`config.mk`:
```
export PLATFORM = sky130hd
export DESIGN_NAME = can_tx_sequencer
export DESIGN_NICKNAME = d
export VERILOG_FILES = /design/src/rtl/can_tx_sequencer.sv
export SDC_FILE = /design/constraint.sdc
export NUM_CORES = 1
export LEC_CHECK = 0
export CORE_MARGIN = 2
export CORE_UTILIZATION = 50
export DETAILED_ROUTE_END_ITERATION = 10
export PLACE_DENSITY_LB_ADDON = 0.2
export SLEW_MARGIN = 10
export SYNTH_ARGS = -nofsm -noshare
export SYNTH_HDL_FRONTEND = slang
export SYNTH_SLANG_ARGS = --single-unit
```
`constraint.sdc`:
```
create_clock -name clk_i -period 8.5 [get_ports clk_i]
set_input_delay 0.85 -clock clk_i [delete_from_list [all_inputs] [get_ports clk_i]]
set_output_delay 0.85 -clock clk_i [all_outputs]
set_load 0.05 [all_outputs]
```
`src/rtl/can_tx_sequencer.sv`:
```
// CAN transmit sequencer: configures the controller, loads a 13-byte frame,
// requests transmission and polls status until done, timeout or bus-off.
module can_tx_sequencer #(
  parameter logic [7:0]  BTR0    = 8'hC4,
  parameter logic [7:0]  BTR1    = 8'h3E,
  parameter logic [7:0]  FD_BTR0 = 8'hC4,
  parameter logic [7:0]  FD_BTR1 = 8'h02,
  parameter logic [15:0] TIMEOUT = 16'd50000
) (
  input  logic         clk_i,
  input  logic         rst_i,
  input  logic         frame_valid_i,
  output logic         frame_ready_o,
  input  logic [103:0] frame_data_i,
  output logic         reg_we_o,
  output logic         reg_re_o,
  output logic [7:0]   reg_addr_write_o,
  output logic [7:0]   reg_addr_read_o,
  output logic [31:0]  reg_data_o,
  input  logic [31:0]  reg_data_i,
  output logic         tx_we_o,
  output logic [3:0]   tx_addr_o,
  output logic [7:0]   tx_data_o,
  input  logic         bus_off_i,
  output logic         cfg_done_o,
  output logic         tx_done_o,
  output logic         tx_err_o
);

  typedef enum logic [2:0] {
    S_CFG, S_READY, S_LOAD, S_CMD, S_WAIT, S_ABORT
  } state_t;

  state_t         state, state_nx;
  logic [3:0]     cnt, cnt_nx;
  logic [15:0]    polls, polls_nx;
  logic [103:0]   frame_q;
  logic [103:0]   frame_sh;
  logic           done_q, done_nx;
  logic           cap;

  always_ff @(posedge clk_i) begin
    if (rst_i) begin
      state   <= S_CFG;
      cnt     <= '0;
      polls   <= '0;
      frame_q <= '0;
      done_q  <= 1'b0;
    end else begin
      state  <= state_nx;
      cnt    <= cnt_nx;
      polls  <= polls_nx;
      done_q <= done_nx;
      if (cap) frame_q <= frame_data_i;
    end
  end

  always_comb begin
    state_nx = state;
    cnt_nx   = cnt;
    polls_nx = polls;
    done_nx  = 1'b0;
    cap      = 1'b0;
    unique case (state)
      S_CFG: begin
        cnt_nx = cnt + 4'd1;
        if (cnt == 4'd11) begin
          state_nx = S_READY;
          cnt_nx   = '0;
        end
      end
      S_READY: begin
        if (frame_valid_i) begin
          state_nx = S_LOAD;
          cnt_nx   = '0;
          cap      = 1'b1;
        end
      end
      S_LOAD: begin
        cnt_nx = cnt + 4'd1;
        if (cnt == 4'd12) begin
          state_nx = S_CMD;
          cnt_nx   = '0;
        end
      end
      S_CMD: begin
        state_nx = S_WAIT;
        cnt_nx   = '0;
        polls_nx = '0;
      end
      S_WAIT: begin
        if (!cnt[0]) begin
          polls_nx = polls + 16'd1;
          cnt_nx   = 4'd1;
        end else begin
          cnt_nx = '0;
          if (reg_data_i[3]) begin
            done_nx  = 1'b1;
            state_nx = S_READY;
          end else if (polls >= TIMEOUT) begin
            state_nx = S_ABORT;
          end
        end
      end
      S_ABORT: state_nx = S_READY;
      default: state_nx = S_CFG;
    endcase
    // Bus-off overrides everything, including a completion seen this cycle.
    if (state != S_CFG && bus_off_i) begin
      state_nx = S_CFG;
      cnt_nx   = '0;
      done_nx  = 1'b0;
      cap      = 1'b0;
    end
  end

  assign frame_sh = frame_q >> {cnt, 3'b000};

  always_comb begin
    reg_we_o         = 1'b0;
    reg_re_o         = 1'b0;
    reg_addr_write_o = '0;
    reg_addr_read_o  = '0;
    reg_data_o       = '0;
    tx_we_o          = 1'b0;
    tx_addr_o        = '0;
    tx_data_o        = '0;
    frame_ready_o    = 1'b0;
    cfg_done_o       = 1'b0;
    tx_done_o        = 1'b0;
    tx_err_o         = 1'b0;
    if (!rst_i) begin
      cfg_done_o = (state != S_CFG);
      tx_done_o  = done_q;
      unique case (state)
        S_CFG: begin
          if (!cnt[0]) begin
            reg_we_o = 1'b1;
            case (cnt[3:1])
              3'd0: begin
                reg_addr_write_o = 8'd0;
                reg_data_o       = 32'h01;
              end
              3'd1: begin
                reg_addr_write_o = 8'd6;
                reg_data_o       = {24'h0, BTR0};
              end
              3'd2: begin
                reg_addr_write_o = 8'd7;
                reg_data_o       = {24'h0, BTR1};
              end
              3'd3: begin
                reg_addr_write_o = 8'd25;
                reg_data_o       = {24'h0, FD_BTR0};
              end
              3'd4: begin
                reg_addr_write_o = 8'd26;
                reg_data_o       = {24'h0, FD_BTR1};
              end
              default: begin
                reg_addr_write_o = 8'd0;
                reg_data_o       = 32'h00;
              end
            endcase
          end
        end
        S_READY: frame_ready_o = !bus_off_i;
        S_LOAD: begin
          tx_we_o   = 1'b1;
          tx_addr_o = cnt;
          tx_data_o = frame_sh[7:0];
          tx_err_o  = bus_off_i;
        end
        S_CMD: begin
          reg_we_o         = 1'b1;
          reg_addr_write_o = 8'd1;
          reg_data_o       = 32'h01;
          tx_err_o         = bus_off_i;
        end
        S_WAIT: begin
          tx_err_o = bus_off_i;
          if (!cnt[0]) begin
            reg_re_o        = 1'b1;
            reg_addr_read_o = 8'd2;
          end
        end
        S_ABORT: begin
          reg_we_o         = 1'b1;
          reg_addr_write_o = 8'd1;
          reg_data_o       = 32'h02;
          tx_err_o         = 1'b1;
        end
        default: ;
      endcase
    end
  end

endmodule

```
==> results.ini <==
[run_status]
status = finished clean

[worst_hold_path]
hp-class = reg -> reg
hold_start = frame_q[26]

[timing]
hold_ws_ns = 0.448
fin_ws_ns = 4.25
worst_pin_slew_ns = 1.22
slew_viol_final = 0
rsz0062_at_grt = false
fin_crit_ns = 4.25
max_freq_mhz = 235
relSlewSlack = 0.185
min_period_over_period = 0.500
hold_viol_final = 0
setup_violations = 0
fin_setup_tns_ns = 0
finClkSkew_ns = 0.00966

[cells_and_area]
filler_cell_count = 1026
final_nets = 1023
final_cell_mix = nand2_1 (224), clkdlybuf4s50_1 (140), dfxtp_1 (127)
antenna_cells = 0
drive_gt1_frac = 0.0684
layout_commonest_cell = nand2_1
syn_to_final_growth_pct = 29.3

[clock_tree]
cts_resized = 0
cts.hold.buffers_added = 0
clock_latency_ns = 0.43
postCtsSetupRepairBufs = 0
cts_buffer_depth = 2
cts_tree = done
cts_buffers = 17
cts_sinks = 128
cts_htree_levels = 4
cts.reportedPaths.clkPinSlew_ns = 0.05
root_buffer = clkbuf_16

[drt]
wirelength_um = 16100
vias = 5745
drt-initial-drc-count = 620
vias_per_cell = 5.42
drc = 0
ant_nets = 0
wl_per_cell_um = 15.2
first_pass_iters = 5

[yosys]
yosys.area_share.adder = 0.00801
async_flop_share = 0
synth_xor_area_frac = 0.0112
yosys_most_used_dff = dfxtp_1
syn-cell-area_um2 = 6250
synth_simple_gate_area_frac = 0.234
yosysSeqAreaShare = 0.410
avgSynthCellArea_um2 = 8.01
synth_top_family_by_area = simple AND/OR/NAND/NOR gates
synth.area.mux_share = 0.0867
synth_compound_area_frac = 0.159
yosys_warnings = 0
synth.distinct_cells = 52
syn_inst = 780
synth_edf_count = 0
ys_seq_elements = 128

[power_and_ir_drop]
p_leak_nw = 2.75
clkPwrFrac = 0.407
peakVddDrop_mv = 0.152
power.switching_mw = 0.531
switching_share = 0.304
pwr-share-comb = 0.208
power.internal_mw = 1.22
p_per_area_nw_per_um2 = 216
seq_power_share = 0.385

[die]
die_w_um = 116
fp-row-count = 40
initial_core_util = 0.516
dieArea_um2 = 13400
core_area_um2 = 12100
ioPinCount = 207
die_h_um = 116

[run]
max-cap-violations = 0

[critical_path]
cp-start-kind = flip-flop
cp_max_fo = 36
r2r-start = cnt[0]
crit_start = cnt[0]
required_ns = 7.65
crit_path_end_kind = output pin
crit_type = reg -> out
arrival_ns = 3.40

[place]
place.gp.congestion = 0.838
io_buffers = 141
pre_cts_slack_ns = 4.68
dp_hpwl_um = 10800

[grt]
antenna_found_initial = 0
grt_overflow = 0
grt_max_degree = 120
grt_pass1_vias = 5305
grt_use_total = 0.247
grt_pass1_wl_um = 25800

==> worst max-delay path, cell delays in order (launching register included) <==
cell             delay, ns
dfxtp_2               0.99
mux4_2                0.64
a211oi_1              0.47
a311oi_1              0.10
clkdlybuf4s50_1       0.76
==> cell type report <==
type                       count  area (µm²)  area share
clock inverter                 9         109      0.0135
multi-input combinational    577        3250       0.402
sequential                   128        2560       0.317
timing repair buffer         145        1440       0.178
clock buffer                  23         468      0.0579
inverter                      10        37.5     0.00465
tap                          168         210      0.0260
==> state kept, by name (all words and copies together), names as in the netlist <==
name     count
frame_q    104
cnt          4
done_q       1
polls       16
state        3
==> power groups by stage <==
stage          Sequential (mW)  Clock (mW)  Combinational [mW]
3_3_place_gp             0.687           0               0.359
4_1_cts                  0.675       0.717               0.364
5_1_grt                  0.682       0.741               0.390
3_5_place_dp             0.687           0               0.362
6_report                 0.674       0.711               0.363
2_1_floorplan            0.641           0               0.298
==> path summary, 6_finish.rpt <==
| check | cells after the start | slack, ns | to |
|---|---|---|---|
| max reg2reg | 6 | 5.58 | cnt[0] |
| max | 4 | 4.25 | tx_data_o[3] |
| min reg2reg | 2 | 0.45 | frame_q[26] |
| min | 2 | 0.45 | frame_q[26] |
==> logic make-up (layout without fill, tap and decap cells) <==
family,after synthesis,in the layout
simple gates,330,330
compound gates,176,176
flops,128,128
buf+inv,108,187
mux,25,25
xor+xnor,8,8
fa+ha+maj,4,4
other cells,1,34
==> per-layer routing <==
| metal | up-vias | global-route usage | part of all wire |
|---|---|---|---|
| li1 | 2801 | - | - |
| met1 | 2664 | 0.318 | 0.42 |
| met2 | 248 | 0.400 | 0.48 |
| met3 | 32 | 0.0565 | 0.073 |
| met4 | 0 | 0.109 | 0.026 |
| met5 | - | 0 | 0 |
==> per-stage QoR <==
stage          cell area, µm²  utilization  power, mW  instances
6_report                 8080        0.667       1.75       1060
5_1_grt                  8080        0.667       1.81       1060
4_1_cts                  8080        0.667       1.76       1060
3_5_place_dp             7500        0.619       1.05       1028
3_3_place_gp             7500        0.619       1.05       1028
2_1_floorplan            6370            -      0.939        813
==> cell usage after synthesis (2+ instances only) <==
cell / instances / share of area
and4_1: 3 / 0.0042
o21bai_1: 2 / 0.0024
nor2b_1: 7 / 0.0070
a211oi_1: 7 / 0.0084
nand3_1: 5 / 0.0040
nor3_1: 6 / 0.0048
a22oi_1: 3 / 0.0036
mux2i_1: 2 / 0.0032
and2_1: 3 / 0.0030
buf_4: 39 / 0.047
o211ai_1: 2 / 0.0024
ha_1: 4 / 0.0080
mux4_2: 22 / 0.079
clkbuf_1: 50 / 0.030
a311oi_1: 8 / 0.011
nor2_1: 29 / 0.017
dfxtp_1: 128 / 0.41
a21o_1: 4 / 0.0048
nor4bb_1: 3 / 0.0048
a21oi_1: 126 / 0.10
nand2_1: 224 / 0.13
inv_1: 10 / 0.0060
xor2_1: 7 / 0.0098
nor4_1: 6 / 0.0060
nand3b_1: 2 / 0.0024
buf_1: 7 / 0.0042
nand2b_1: 15 / 0.015
or3_1: 9 / 0.0090
or4_1: 3 / 0.0036
o2111ai_1: 2 / 0.0028
and3_1: 2 / 0.0020
a31oi_1: 2 / 0.0020
o21ai_0: 12 / 0.0096
nand4_1: 8 / 0.0080
No activity file was read; power rests on OpenSTA's default activity.
